[src/rtl/fir_stream_ctrl_if.sv]
// fir_stream_ctrl_if: bus-side and FIR-side signal bundle for the FIR stream sequencer.
interface fir_stream_ctrl_if #(
  parameter int IW        = 12,
  parameter int OW        = 31,
  parameter int IN_DEPTH  = 8,
  parameter int OUT_DEPTH = 8
);
  logic                       wr_valid;
  logic [IW-1:0]              wr_data;
  logic                       wr_ready;
  logic                       rd_req;
  logic [OW-1:0]              rd_data;
  logic                       rd_valid;
  logic                       cfg_enable;
  logic                       cfg_flush;
  logic                       fir_ce;
  logic [IW-1:0]              fir_sample;
  logic [OW-1:0]              fir_result;
  logic [$clog2(IN_DEPTH):0]  in_count;
  logic [$clog2(OUT_DEPTH):0] out_count;
  logic                       busy;
  logic                       flush_done;
  logic                       overflow;
  logic                       underflow;
  logic                       err_clr;
  logic                       irq;
  modport master (
    output wr_valid, wr_data, rd_req, cfg_enable, cfg_flush, fir_result, err_clr,
    input  wr_ready, rd_data, rd_valid, fir_ce, fir_sample, in_count, out_count,
           busy, flush_done, overflow, underflow, irq
  );
  modport slave (
    input  wr_valid, wr_data, rd_req, cfg_enable, cfg_flush, fir_result, err_clr,
    output wr_ready, rd_data, rd_valid, fir_ce, fir_sample, in_count, out_count,
           busy, flush_done, overflow, underflow, irq
  );
endinterface

[src/rtl/fir_stream_ctrl.sv]
// fir_stream_ctrl: sequences buffered samples into a FIR datapath one fir_ce step at a time,
// discards warm-up results, queues valid results and drains the pipeline with zeros on flush.
module fir_stream_ctrl #(
  parameter int IW          = 12,
  parameter int OW          = 31,
  parameter int IN_DEPTH    = 8,
  parameter int OUT_DEPTH   = 8,
  parameter int PRIME_STEPS = 5,
  parameter int IRQ_THRESH  = 4
) (
  input logic         HCLK,
  input logic         HRESETn,
  fir_stream_ctrl_if.slave bus
);
  localparam int IA = $clog2(IN_DEPTH);
  localparam int OA = $clog2(OUT_DEPTH);
  localparam int PW = $clog2(PRIME_STEPS + 1);
  localparam logic [PW-1:0] PRIME_MAX  = PW'(PRIME_STEPS);
  localparam logic [PW-1:0] FLUSH_LAST = PW'(PRIME_STEPS - 1);
  localparam logic [OA:0]   THRESH     = (OA+1)'(IRQ_THRESH);
  typedef enum logic [2:0] {IDLE, STEP, CAPTURE, FLUSH_STEP, FLUSH_CAP} state_t;
  state_t        r_state, w_next;
  logic [IW-1:0] r_in_mem  [IN_DEPTH];
  logic [OW-1:0] r_out_mem [OUT_DEPTH];
  logic [IA-1:0] r_in_wp, r_in_rp;
  logic [IA:0]   r_in_cnt;
  logic [OA-1:0] r_out_wp, r_out_rp;
  logic [OA:0]   r_out_cnt;
  logic [PW-1:0] r_prime, r_fcnt;
  logic          r_pend, r_ovf, r_udf;
  logic          w_in_full, w_in_empty, w_out_full, w_out_empty, w_primed;
  logic          w_in_push, w_in_pop, w_out_push, w_out_pop;
  logic          w_ovf_ev, w_udf_ev, w_ce, w_done;
  // Depths are powers of two, so the count MSB alone flags full.
  assign w_in_full   = r_in_cnt[IA];
  assign w_in_empty  = r_in_cnt == '0;
  assign w_out_full  = r_out_cnt[OA];
  assign w_out_empty = r_out_cnt == '0;
  assign w_primed    = r_prime == PRIME_MAX;
  assign w_in_push   = bus.wr_valid && (!w_in_full || w_in_pop);
  assign w_ovf_ev    = bus.wr_valid && w_in_full && !w_in_pop;
  assign w_out_pop   = bus.rd_req && !w_out_empty;
  assign w_udf_ev    = bus.rd_req && w_out_empty;
  always_comb begin
    w_next     = r_state;
    w_ce       = 1'b0;
    w_in_pop   = 1'b0;
    w_out_push = 1'b0;
    w_done     = 1'b0;
    case (r_state)
      IDLE: begin
        w_done = r_pend && r_prime == '0;
        w_next = (r_pend && r_prime != '0) ? FLUSH_STEP :
                 (!r_pend && bus.cfg_enable && !w_in_empty && (!w_primed || !w_out_full)) ? STEP : IDLE;
      end
      STEP: begin
        w_ce     = 1'b1;
        w_in_pop = 1'b1;
        w_next   = CAPTURE;
      end
      CAPTURE: begin
        w_out_push = w_primed;
        w_next     = IDLE;
      end
      FLUSH_STEP: begin
        w_ce   = !w_out_full;
        w_next = w_out_full ? FLUSH_STEP : FLUSH_CAP;
      end
      FLUSH_CAP: begin
        w_out_push = 1'b1;
        w_done     = r_fcnt == FLUSH_LAST;
        w_next     = w_done ? IDLE : FLUSH_STEP;
      end
      default: w_next = IDLE;
    endcase
  end
  always_ff @(posedge HCLK or negedge HRESETn) begin
    if (!HRESETn) begin
      r_state   <= IDLE;
      r_in_wp   <= '0;
      r_in_rp   <= '0;
      r_in_cnt  <= '0;
      r_out_wp  <= '0;
      r_out_rp  <= '0;
      r_out_cnt <= '0;
      r_prime   <= '0;
      r_fcnt    <= '0;
      r_pend    <= 1'b0;
      r_ovf     <= 1'b0;
      r_udf     <= 1'b0;
    end else begin
      r_state   <= w_next;
      r_in_wp   <= w_in_push ? r_in_wp + IA'(1) : r_in_wp;
      r_in_rp   <= w_in_pop ? r_in_rp + IA'(1) : r_in_rp;
      r_in_cnt  <= r_in_cnt + (IA+1)'(w_in_push) - (IA+1)'(w_in_pop);
      r_out_wp  <= w_out_push ? r_out_wp + OA'(1) : r_out_wp;
      r_out_rp  <= w_out_pop ? r_out_rp + OA'(1) : r_out_rp;
      r_out_cnt <= r_out_cnt + (OA+1)'(w_out_push) - (OA+1)'(w_out_pop);
      r_prime   <= (r_state == CAPTURE && !w_primed) ? r_prime + PW'(1) :
                   (r_state == FLUSH_CAP && w_done) ? '0 : r_prime;
      r_fcnt    <= (r_state == FLUSH_CAP) ? (w_done ? '0 : r_fcnt + PW'(1)) : r_fcnt;
      r_pend    <= w_done ? 1'b0 : (r_pend | bus.cfg_flush);
      r_ovf     <= w_ovf_ev | (r_ovf & ~bus.err_clr);
      r_udf     <= w_udf_ev | (r_udf & ~bus.err_clr);
    end
  end
  // Storage needs no reset: reads are gated by the occupancy counters.
  always_ff @(posedge HCLK) begin
    if (w_in_push) r_in_mem[r_in_wp] <= bus.wr_data;
    if (w_out_push) r_out_mem[r_out_wp] <= bus.fir_result;
  end
  assign bus.wr_ready   = !w_in_full;
  assign bus.rd_data    = w_out_empty ? '0 : r_out_mem[r_out_rp];
  assign bus.rd_valid   = !w_out_empty;
  assign bus.fir_ce     = w_ce;
  assign bus.fir_sample = (r_state == STEP) ? r_in_mem[r_in_rp] : '0;
  assign bus.in_count   = r_in_cnt;
  assign bus.out_count  = r_out_cnt;
  assign bus.busy       = (r_state != IDLE) || r_pend;
  assign bus.flush_done = w_done;
  assign bus.overflow   = r_ovf;
  assign bus.underflow  = r_udf;
  assign bus.irq        = (r_out_cnt >= THRESH) || r_ovf;
endmodule

[src/flat_wrapper.sv]
// flat-port wrapper written by rule: the top's interface ports become plain ports
module fir_stream_ctrl_flat 
#(
  parameter int IW          = 12,
  parameter int OW          = 31,
  parameter int IN_DEPTH    = 8,
  parameter int OUT_DEPTH   = 8,
  parameter int PRIME_STEPS = 5,
  parameter int IRQ_THRESH  = 4
)
  (HCLK, HRESETn, bus_wr_valid, bus_wr_data, bus_rd_req, bus_cfg_enable, bus_cfg_flush, bus_fir_result, bus_err_clr, bus_wr_ready, bus_rd_data, bus_rd_valid, bus_fir_ce, bus_fir_sample, bus_in_count, bus_out_count, bus_busy, bus_flush_done, bus_overflow, bus_underflow, bus_irq);
  fir_stream_ctrl_if #(.IW(IW), .OW(OW), .IN_DEPTH(IN_DEPTH), .OUT_DEPTH(OUT_DEPTH)) bus_i ();
  input logic HCLK;
  input logic HRESETn;
  input wire logic [$bits(bus_i.wr_valid)-1:0] bus_wr_valid;
  input wire logic [$bits(bus_i.wr_data)-1:0] bus_wr_data;
  input wire logic [$bits(bus_i.rd_req)-1:0] bus_rd_req;
  input wire logic [$bits(bus_i.cfg_enable)-1:0] bus_cfg_enable;
  input wire logic [$bits(bus_i.cfg_flush)-1:0] bus_cfg_flush;
  input wire logic [$bits(bus_i.fir_result)-1:0] bus_fir_result;
  input wire logic [$bits(bus_i.err_clr)-1:0] bus_err_clr;
  output wire logic [$bits(bus_i.wr_ready)-1:0] bus_wr_ready;
  output wire logic [$bits(bus_i.rd_data)-1:0] bus_rd_data;
  output wire logic [$bits(bus_i.rd_valid)-1:0] bus_rd_valid;
  output wire logic [$bits(bus_i.fir_ce)-1:0] bus_fir_ce;
  output wire logic [$bits(bus_i.fir_sample)-1:0] bus_fir_sample;
  output wire logic [$bits(bus_i.in_count)-1:0] bus_in_count;
  output wire logic [$bits(bus_i.out_count)-1:0] bus_out_count;
  output wire logic [$bits(bus_i.busy)-1:0] bus_busy;
  output wire logic [$bits(bus_i.flush_done)-1:0] bus_flush_done;
  output wire logic [$bits(bus_i.overflow)-1:0] bus_overflow;
  output wire logic [$bits(bus_i.underflow)-1:0] bus_underflow;
  output wire logic [$bits(bus_i.irq)-1:0] bus_irq;
  assign bus_i.wr_valid = bus_wr_valid;
  assign bus_i.wr_data = bus_wr_data;
  assign bus_i.rd_req = bus_rd_req;
  assign bus_i.cfg_enable = bus_cfg_enable;
  assign bus_i.cfg_flush = bus_cfg_flush;
  assign bus_i.fir_result = bus_fir_result;
  assign bus_i.err_clr = bus_err_clr;
  assign bus_wr_ready = bus_i.wr_ready;
  assign bus_rd_data = bus_i.rd_data;
  assign bus_rd_valid = bus_i.rd_valid;
  assign bus_fir_ce = bus_i.fir_ce;
  assign bus_fir_sample = bus_i.fir_sample;
  assign bus_in_count = bus_i.in_count;
  assign bus_out_count = bus_i.out_count;
  assign bus_busy = bus_i.busy;
  assign bus_flush_done = bus_i.flush_done;
  assign bus_overflow = bus_i.overflow;
  assign bus_underflow = bus_i.underflow;
  assign bus_irq = bus_i.irq;
  fir_stream_ctrl #(.IW(IW), .OW(OW), .IN_DEPTH(IN_DEPTH), .OUT_DEPTH(OUT_DEPTH), .PRIME_STEPS(PRIME_STEPS), .IRQ_THRESH(IRQ_THRESH)) u_core (.HCLK(HCLK), .HRESETn(HRESETn), .bus(bus_i));
endmodule
[config.mk]
export PLATFORM = sky130hd
export DESIGN_NAME = fir_stream_ctrl_flat
export DESIGN_NICKNAME = d
export VERILOG_FILES = /design/src/rtl/fir_stream_ctrl_if.sv /design/src/rtl/fir_stream_ctrl.sv /design/src/flat_wrapper.sv
export SDC_FILE = /design/constraint.sdc
export NUM_CORES = 1
export LEC_CHECK = 0
export BUFFER_PORTS_ARGS = -buffer_cell sky130_fd_sc_hd__buf_4
export CAP_MARGIN = 10
export CORE_ASPECT_RATIO = 1.2
export CORE_UTILIZATION = 38
export CTS_CLUSTER_DIAMETER = 100
export DETAILED_ROUTE_END_ITERATION = 8
export PLACE_DENSITY = 0.64
export SETUP_SLACK_MARGIN = 0.02
export SYNTH_ARGS = -nofsm -noshare
export SYNTH_HDL_FRONTEND = slang
export SYNTH_SLANG_ARGS = --single-unit
[constraint.sdc]
create_clock -name HCLK -period 5.1 [get_ports HCLK]
set_clock_uncertainty 0.2 [all_clocks]
set_input_delay 0.51 -clock HCLK [delete_from_list [all_inputs] [get_ports HCLK]]
set_output_delay 0.51 -clock HCLK [all_outputs]
set_load 0.02 [all_outputs]
==> summary.md, run 1 <==
| Metric | Value |
|---|---|
| Critical Path RT | `between 4 and 5 ns` |
| Synth cell count leaders | `edfxtp_1 (344), mux4_2 (62), mux2i_1 (48)` |
| Hold Crit Depth | `3` |
| Core area | `38,060 µm²` |
| Max incr delay on CP | `slightly below 1 ns` |
| Tightest hold margin | `between 0.1 and 0.15 ns` |
| Synthesized Nets | `a little over 800` |
| Cts repair resizes | `0` |
| Syn Area/Cell | `~20 µm²` |
| Net Sw Power | `roughly 3.2 mW` |
| Internal | `6.920 mW` |
| Global-route wire length before repair | `45,320 µm` |
| R2r startpoint | `u_core.r_prime[1]` |
| CTS Buf Count | `38` |
| Initial DRC count | `~390` |
| Endpoints failing hold | `0` |
| Final Instance Count excl. Fillers | `~1,400` |
| # H-tree levels | `2` |
| Final Setup Violations | `0` |
| # hold bufs at CTS | `between 40 and 50` |
| Critical Path AT | `slightly below 3 ns` |
| Reg2Reg Depth | `5` |
| Leakage power | `6.310 nW` |
| Peak supply drop | `0.4071 mV` |
| F_max | `276.2 MHz` |
| Yosys top cell area share | `0.6984` |
| CP startpoint | `u_core.r_out_rp[0]` |
| GRT overflow | `0` |
| Clk sinks | `between 300 and 400` |
| TritonCTS clock tree | `yes` |
| Synth top area cells | `edfxtp_1 (70%), mux4_2 (9.4%), dfrtp_1 (5.4%)` |
| Layout cell share with drive strength beyond 1 | `0.2841` |
| Crit-path max FO | `43` |
| Vias per cell | `~5.2` |
| Async SR Flop Fraction | `0.08511` |
| Yosys cell types | `50` |
| Total die area | `39,720 µm²` |
| N_diodes | `0` |
| Worst Max-Slew Pin Slew | `between 1 and 1.5 ns` |
| Hold Path End | `u_core.r_in_wp[0]` |
| Clk pwr share | `0.284` |
| Switch share | `0.3146` |
| # Max-Cap Violations | `0` |
| RSZ-0062 raised after global routing | `false` |
| CP Launch Type | `register` |
| EDFF count, synth | `~340` |
| IO Count | `109` |
| CP max-delay cell | `dfrtp_4` |
| Via count | `~7,500` |
| Die height | `approximately 220 µm` |
| Final Slew Violations | `0` |
| Total power | `about 10 mW` |
| Hold_sp | `bus_wr_valid` |
| Hold Path Class | `in -> reg` |
| Drt drc | `0` |
| Post-CTS Setup Bufs | `0` |
| Largest net degree at the start of global routing | `51` |
| Root buffer cell | `clkbuf_16` |
| Synthesized area | `between 10,000 and 15,000 µm²` |
| GRT Total Usage | `0.1529` |
| GP Congestion | `0.7109` |
| Top Family by Delay on Critical Path | `flip-flops` |
| Starting density of the core | `0.3886` |
| FILL cells | `approximately 3,200` |
| Vias in the first global route | `slightly below 8,000` |
| Final period utilization | `0.7099` |
| Flop2flop setup slack | `1.97 ns` |
| Critical path class | `reg -> out` |
| Most used cell, CP | `buf_4` |
| Dpl hpwl | `between 15,000 and 20,000 µm` |
| Outcome | `completed` |
| Total routed wirelength | `29,880 µm` |
| Dpl cells | `1,310` |
| First-pass DRT Iterations | `4` |
| Area grow syn2layout | `21.68%` |
| Post-synthesis sequential area ratio | `0.7525` |
| Post-layout nets | `around 990` |
| Ys Warns | `0` |
| Crit. End Element | `output port` |
| Row Count | `78` |
| Minimum clock period | `3.620 ns` |
| Number of synthesized register bits | `between 300 and 400` |
| Sequential power share | `0.402` |
| Ys flop type | `edfxtp_1` |
| Die X | `roughly 180 µm` |
| Clk buf depth | `3` |
| Detail Route Antenna Nets | `0` |
| Initial antenna violation count | `0` |
| Routed len/inst | `between 20 and 25 µm` |
| Relative slew slack | `0.2675` |
| IO Port Bufs | `108` |
| Setup TNS Final | `0 ns` |
| Logic pwr share | `0.314` |
| Crit path buffers/inverters | `2` |
| Pwr per Cell Area | `560.9 nW/µm²` |
| Critical R2R Capture | `u_core.r_out_mem[5][15]` |
| Worst-path clk slew | `about 0.06 ns` |
| Mapped Cells | `741` |
| Largest area contributor in the netlist | `edfxtp_1` |
| Clock Latency Late Sink | `roughly 0.53 ns` |
| Crit path cell chain | `buf_4 > mux4_2 > a22o_1 > buf_4` |
| Count leader, synth | `edfxtp_1` |
==> worst reg2reg max path, delay by kind of cell (launching register included) <==
| kind | cells | cell delay, ns |
|---|---|---|
| compound gates | 1 | 0.67 |
| flops | 1 | 0.40 |
| simple gates | 2 | 1.18 |
| buf+inv | 1 | 0.09 |
| fa+ha+maj | 1 | 0.18 |
==> layout make-up <==
type                    count  area [µm²]  share of cell area
clock inverters            23       286.5             0.01592
well taps                 480       600.6             0.03337
clock buffers              47        1006             0.05589
inverters                  27       103.9            0.005770
flip-flops and latches    376       11140              0.6188
repair buffers            173        1416             0.07869
multi-input cells         301        3448              0.1916
==> power groups by stage <==
stage	clock, mW	combinational (mW)	sequential (mW)
2_1_floorplan	0	2.23	3.92
3_3_place_gp	0	3.15	4.12
3_5_place_dp	0	3.19	4.13
4_1_cts	2.94	3.23	4.07
5_1_grt	3.05	3.43	4.12
6_report	2.86	3.17	4.06
==> worst max path at each step <==
stage | to | depth (start not counted)
floorplan | u_core.r_out_mem[1][0] | 6
finish | bus_rd_data[19] | 4
detailed placement | u_core.r_out_mem[5][15] | 5
global route | bus_rd_data[13] | 4
global placement | bus_rd_data[13] | 4
CTS | bus_rd_data[19] | 4
==> cell usage in the layout (no fill, tap or decap), drive strengths merged, types with 7 or more instances in the layout <==
cell type | netlist | layout
a22oi | 24 | 24
inv | 27 | 29
mux2i | 48 | 48
mux4 | 62 | 62
dfrtp | 32 | 32
nor2 | 9 | 9
nand2b | 9 | 9
and3 | 13 | 13
o21ai | 7 | 7
xnor2 | 7 | 7
nand2 | 12 | 12
buf | 17 | 126
edfxtp | 344 | 344
clkbuf | 20 | 47
a22o | 32 | 32
ha | 19 | 19
clkinv | 0 | 11
dlygate4sd3 | 0 | 47
==> routing by layer <==
metal	up-vias	share of wire	global-route usage
li1	3365	-	-
met1	3865	0.40	0.1791
met2	177	0.52	0.2759
met3	48	0.054	0.03633
met4	0	0.022	0.04846
met5	-	0	0
==> per-stage QoR <==
step	util	setup slack [ns]	instance area [µm²]
floorplan	-	0.2107	14790
global placement	0.4266	1.963	16240
detailed placement	0.4266	1.937	16240
CTS	0.4729	1.374	18000
global route	0.4729	1.230	18000
finish	0.4729	1.480	18000
==> sequential cells by signal (all words and copies together), names as in the netlist <==
name and cells:
u_core.r_out_rp 3, u_core.r_state 3, u_core.r_pend 1, u_core.r_out_wp 3, u_core.r_prime 3, u_core.r_in_mem 96
u_core.r_out_mem 248, u_core.bus.overflow 1, u_core.r_in_rp 3, u_core.r_in_wp 3, u_core.bus.out_count 4, u_core.bus.underflow 1
u_core.bus.in_count 4, u_core.r_fcnt 3
==> cells by family (layout without fill, tap and decap cells) <==
| family | Yosys count | in the layout | synth area share |
|---|---|---|---|
| compound gates | 77 | 77 | 0.04077 |
| simple gates | 77 | 77 | 0.03240 |
| flops | 376 | 376 | 0.7525 |
| xor+xnor | 12 | 12 | 0.007105 |
| mux | 114 | 114 | 0.1299 |
| buf+inv | 64 | 270 | 0.01852 |
| fa+ha+maj | 21 | 21 | 0.01878 |
Power figures use the tool's default switching activity.
==> run 2, diff against run 1 <==
==> constraint.sdc (replaced) <==
create_clock -name HCLK -period 3.15 [get_ports HCLK]
set_clock_uncertainty 0.2 [all_clocks]
set_input_delay 0.315 -clock HCLK [delete_from_list [all_inputs] [get_ports HCLK]]
set_output_delay 0.315 -clock HCLK [all_outputs]
set_load 0.02 [all_outputs]
==> summary.md, run 2 (same netlist as run 1, synthesis figures left out) <==
| Metric | Value |
|---|---|
| Total routed wirelength | `between 30,000 and 40,000 µm` |
| Worst Max-Slew Pin Slew | `approximately 0.60 ns` |
| Critical Path AT | `roughly 2.5 ns` |
| GP Congestion | `0.7474` |
| Pwr per Cell Area | `about 900 nW/µm²` |
| CP max-delay cell | `dfrtp_4` |
| Initial DRC count | `~600` |
| Peak supply drop | `0.6424 mV` |
| Max incr delay on CP | `about 0.69 ns` |
| IO Port Bufs | `about 110` |
| Largest regs | `u_core.r_out_mem (248), u_core.r_in_mem (96)` |
| GRT overflow | `0` |
| Leakage power | `roughly 6.4 nW` |
| Global-route wire length before repair | `about 46,000 µm` |
| Minimum clock period | `2.973 ns` |
| Final Slew Violations | `0` |
| IO Count | `109` |
| Vias per cell | `approximately 5.2` |
| Critical path class | `reg -> out` |
| Starting density of the core | `0.3886` |
| Crit path cell chain | `buf_4 > mux4_2 > a22o_1 > buf_4` |
| CP Launch Type | `register` |
| Relative slew slack | `0.6011` |
| Tightest hold margin | `slightly below 0.07 ns` |
| Area grow syn2layout | `23.44%` |
| Setup TNS Final | `0 ns` |
| Most used cell, CP | `buf_4` |
| GRT Total Usage | `0.1538` |
| Endpoints failing hold | `0` |
| # Max-Cap Violations | `0` |
| Dpl hpwl | `about 19,000 µm` |
| Crit path buffers/inverters | `2` |
| RSZ-0062 raised after global routing | `false` |
| Most common cell after layout, fill and taps aside | `edfxtp_1` |
| Row Count | `just under 80` |
| Final Setup Violations | `0` |
| Hold Path Class | `in -> async` |
| Final period utilization | `0.9438` |
| Layout cell share with drive strength beyond 1 | `0.2950` |
| Detail Route Antenna Nets | `0` |
| Largest net degree at the start of global routing | `between 40 and 50` |
| Root buffer cell | `clkbuf_16` |
| TritonCTS clock tree | `yes` |
| Crit-path max FO | `18` |
| Top Family by Delay on Critical Path | `flip-flops` |
| Via count | `between 7,000 and 8,000` |
| Critical Path RT | `approximately 2.6 ns` |
| CTS Buf Count | `39` |
| Crit. End Element | `output port` |
| # H-tree levels | `2` |
| Die height | `218.1 µm` |
| Core area | `between 30,000 and 40,000 µm²` |
| Post-layout nets | `a little over 1,000` |
| Drt drc | `0` |
| Total die area | `roughly 40,000 µm²` |
| First-pass DRT Iterations | `4` |
| Clk buf depth | `3` |
| Outcome | `completed` |
| Routed len/inst | `approximately 21 µm` |
| Most frequent cells in the layout | `edfxtp_1 (344), buf_4 (130), mux4_2 (62)` |
| Vias in the first global route | `around 7,900` |
| Worst-path clk slew | `0.07 ns` |
| Largest register FFs | `between 200 and 250` |
| Die X | `roughly 180 µm` |
| Clock Latency Late Sink | `0.55 ns` |
| Initial antenna violation count | `1` |
| F_max | `336.3 MHz` |
| Top reg by flops | `u_core.r_out_mem` |
| Clk sinks | `between 300 and 400` |
run 2: cell count changes in the layout (fill, tap and decap cells not counted), moves of 3 or more:
cell	delta
bufinv_16	-3
dlygate4sd3_1	+3
buf_12	+12
buf_4	+4
run 2: worst paths after layout:
path	startpoint	cells past startpoint	endpoint	slack, ns
max	u_core.r_out_rp[0]	4	bus_rd_data[8]	0.18
min	HRESETn	2	u_core.r_out_wp[2]	0.07
max reg2reg	u_core.r_state[0]	8	u_core.bus.in_count[1]	0.52
min reg2reg	u_core.r_fcnt[1]	2	u_core.r_fcnt[1]	0.31
max in group asynchronous	HRESETn	2	u_core.r_out_rp[0]	2.31
min in group HCLK	u_core.r_fcnt[1]	2	u_core.r_fcnt[1]	0.31
run 2: area by class of cell:
type	count	area (µm²)
Antenna cell	1	2.502
Clock buffer	47	1006
Clock inverter	23	236.5
Fill cell	3154	19800
Inverter	27	103.9
Multi-Input combinational cell	301	3456
Sequential cell	376	11140
Tap cell	480	600.6
Timing Repair Buffer	192	1717
run 2: timing repair:
item,in CTS,in global routing
hold buffers,50,0
setup buffers,0,0
setup endpoints to repair,0,10
hold endpoints to repair,385,0
resized for setup,0,2
run 2: layer usage:
layer  track usage  part of all wire  vias to the layer above  wire length [µm]
li1              -                 -                     3414                 -
met1        0.1867              0.41                     3849             12440
met2        0.2782              0.53                      161             15890
met3       0.02900             0.042                       41              1278
met4       0.04342             0.017                        0               509
met5             0                 0                        -                 0
run 2: power breakdown:
group          internal, mW  switching (mW)  total [mW]
clock network          2.55            1.88        4.43
logic                  2.66            2.89        5.55
registers              5.95           0.468        6.42
run 2: metrics by stage:
stage	instances	setup WS (ns)	util	power, mW	cell area [µm²]
floorplan	741	0.1557	-	9.990	14820
global placement	1326	0.5746	0.4337	12.04	16510
detailed placement	1326	0.5131	0.4337	12.11	16510
CTS	1446	0.06990	0.4795	16.65	18250
global route	1446	0.03063	0.4797	17.22	18260
finish	1447	0.1769	0.4797	16.40	18260
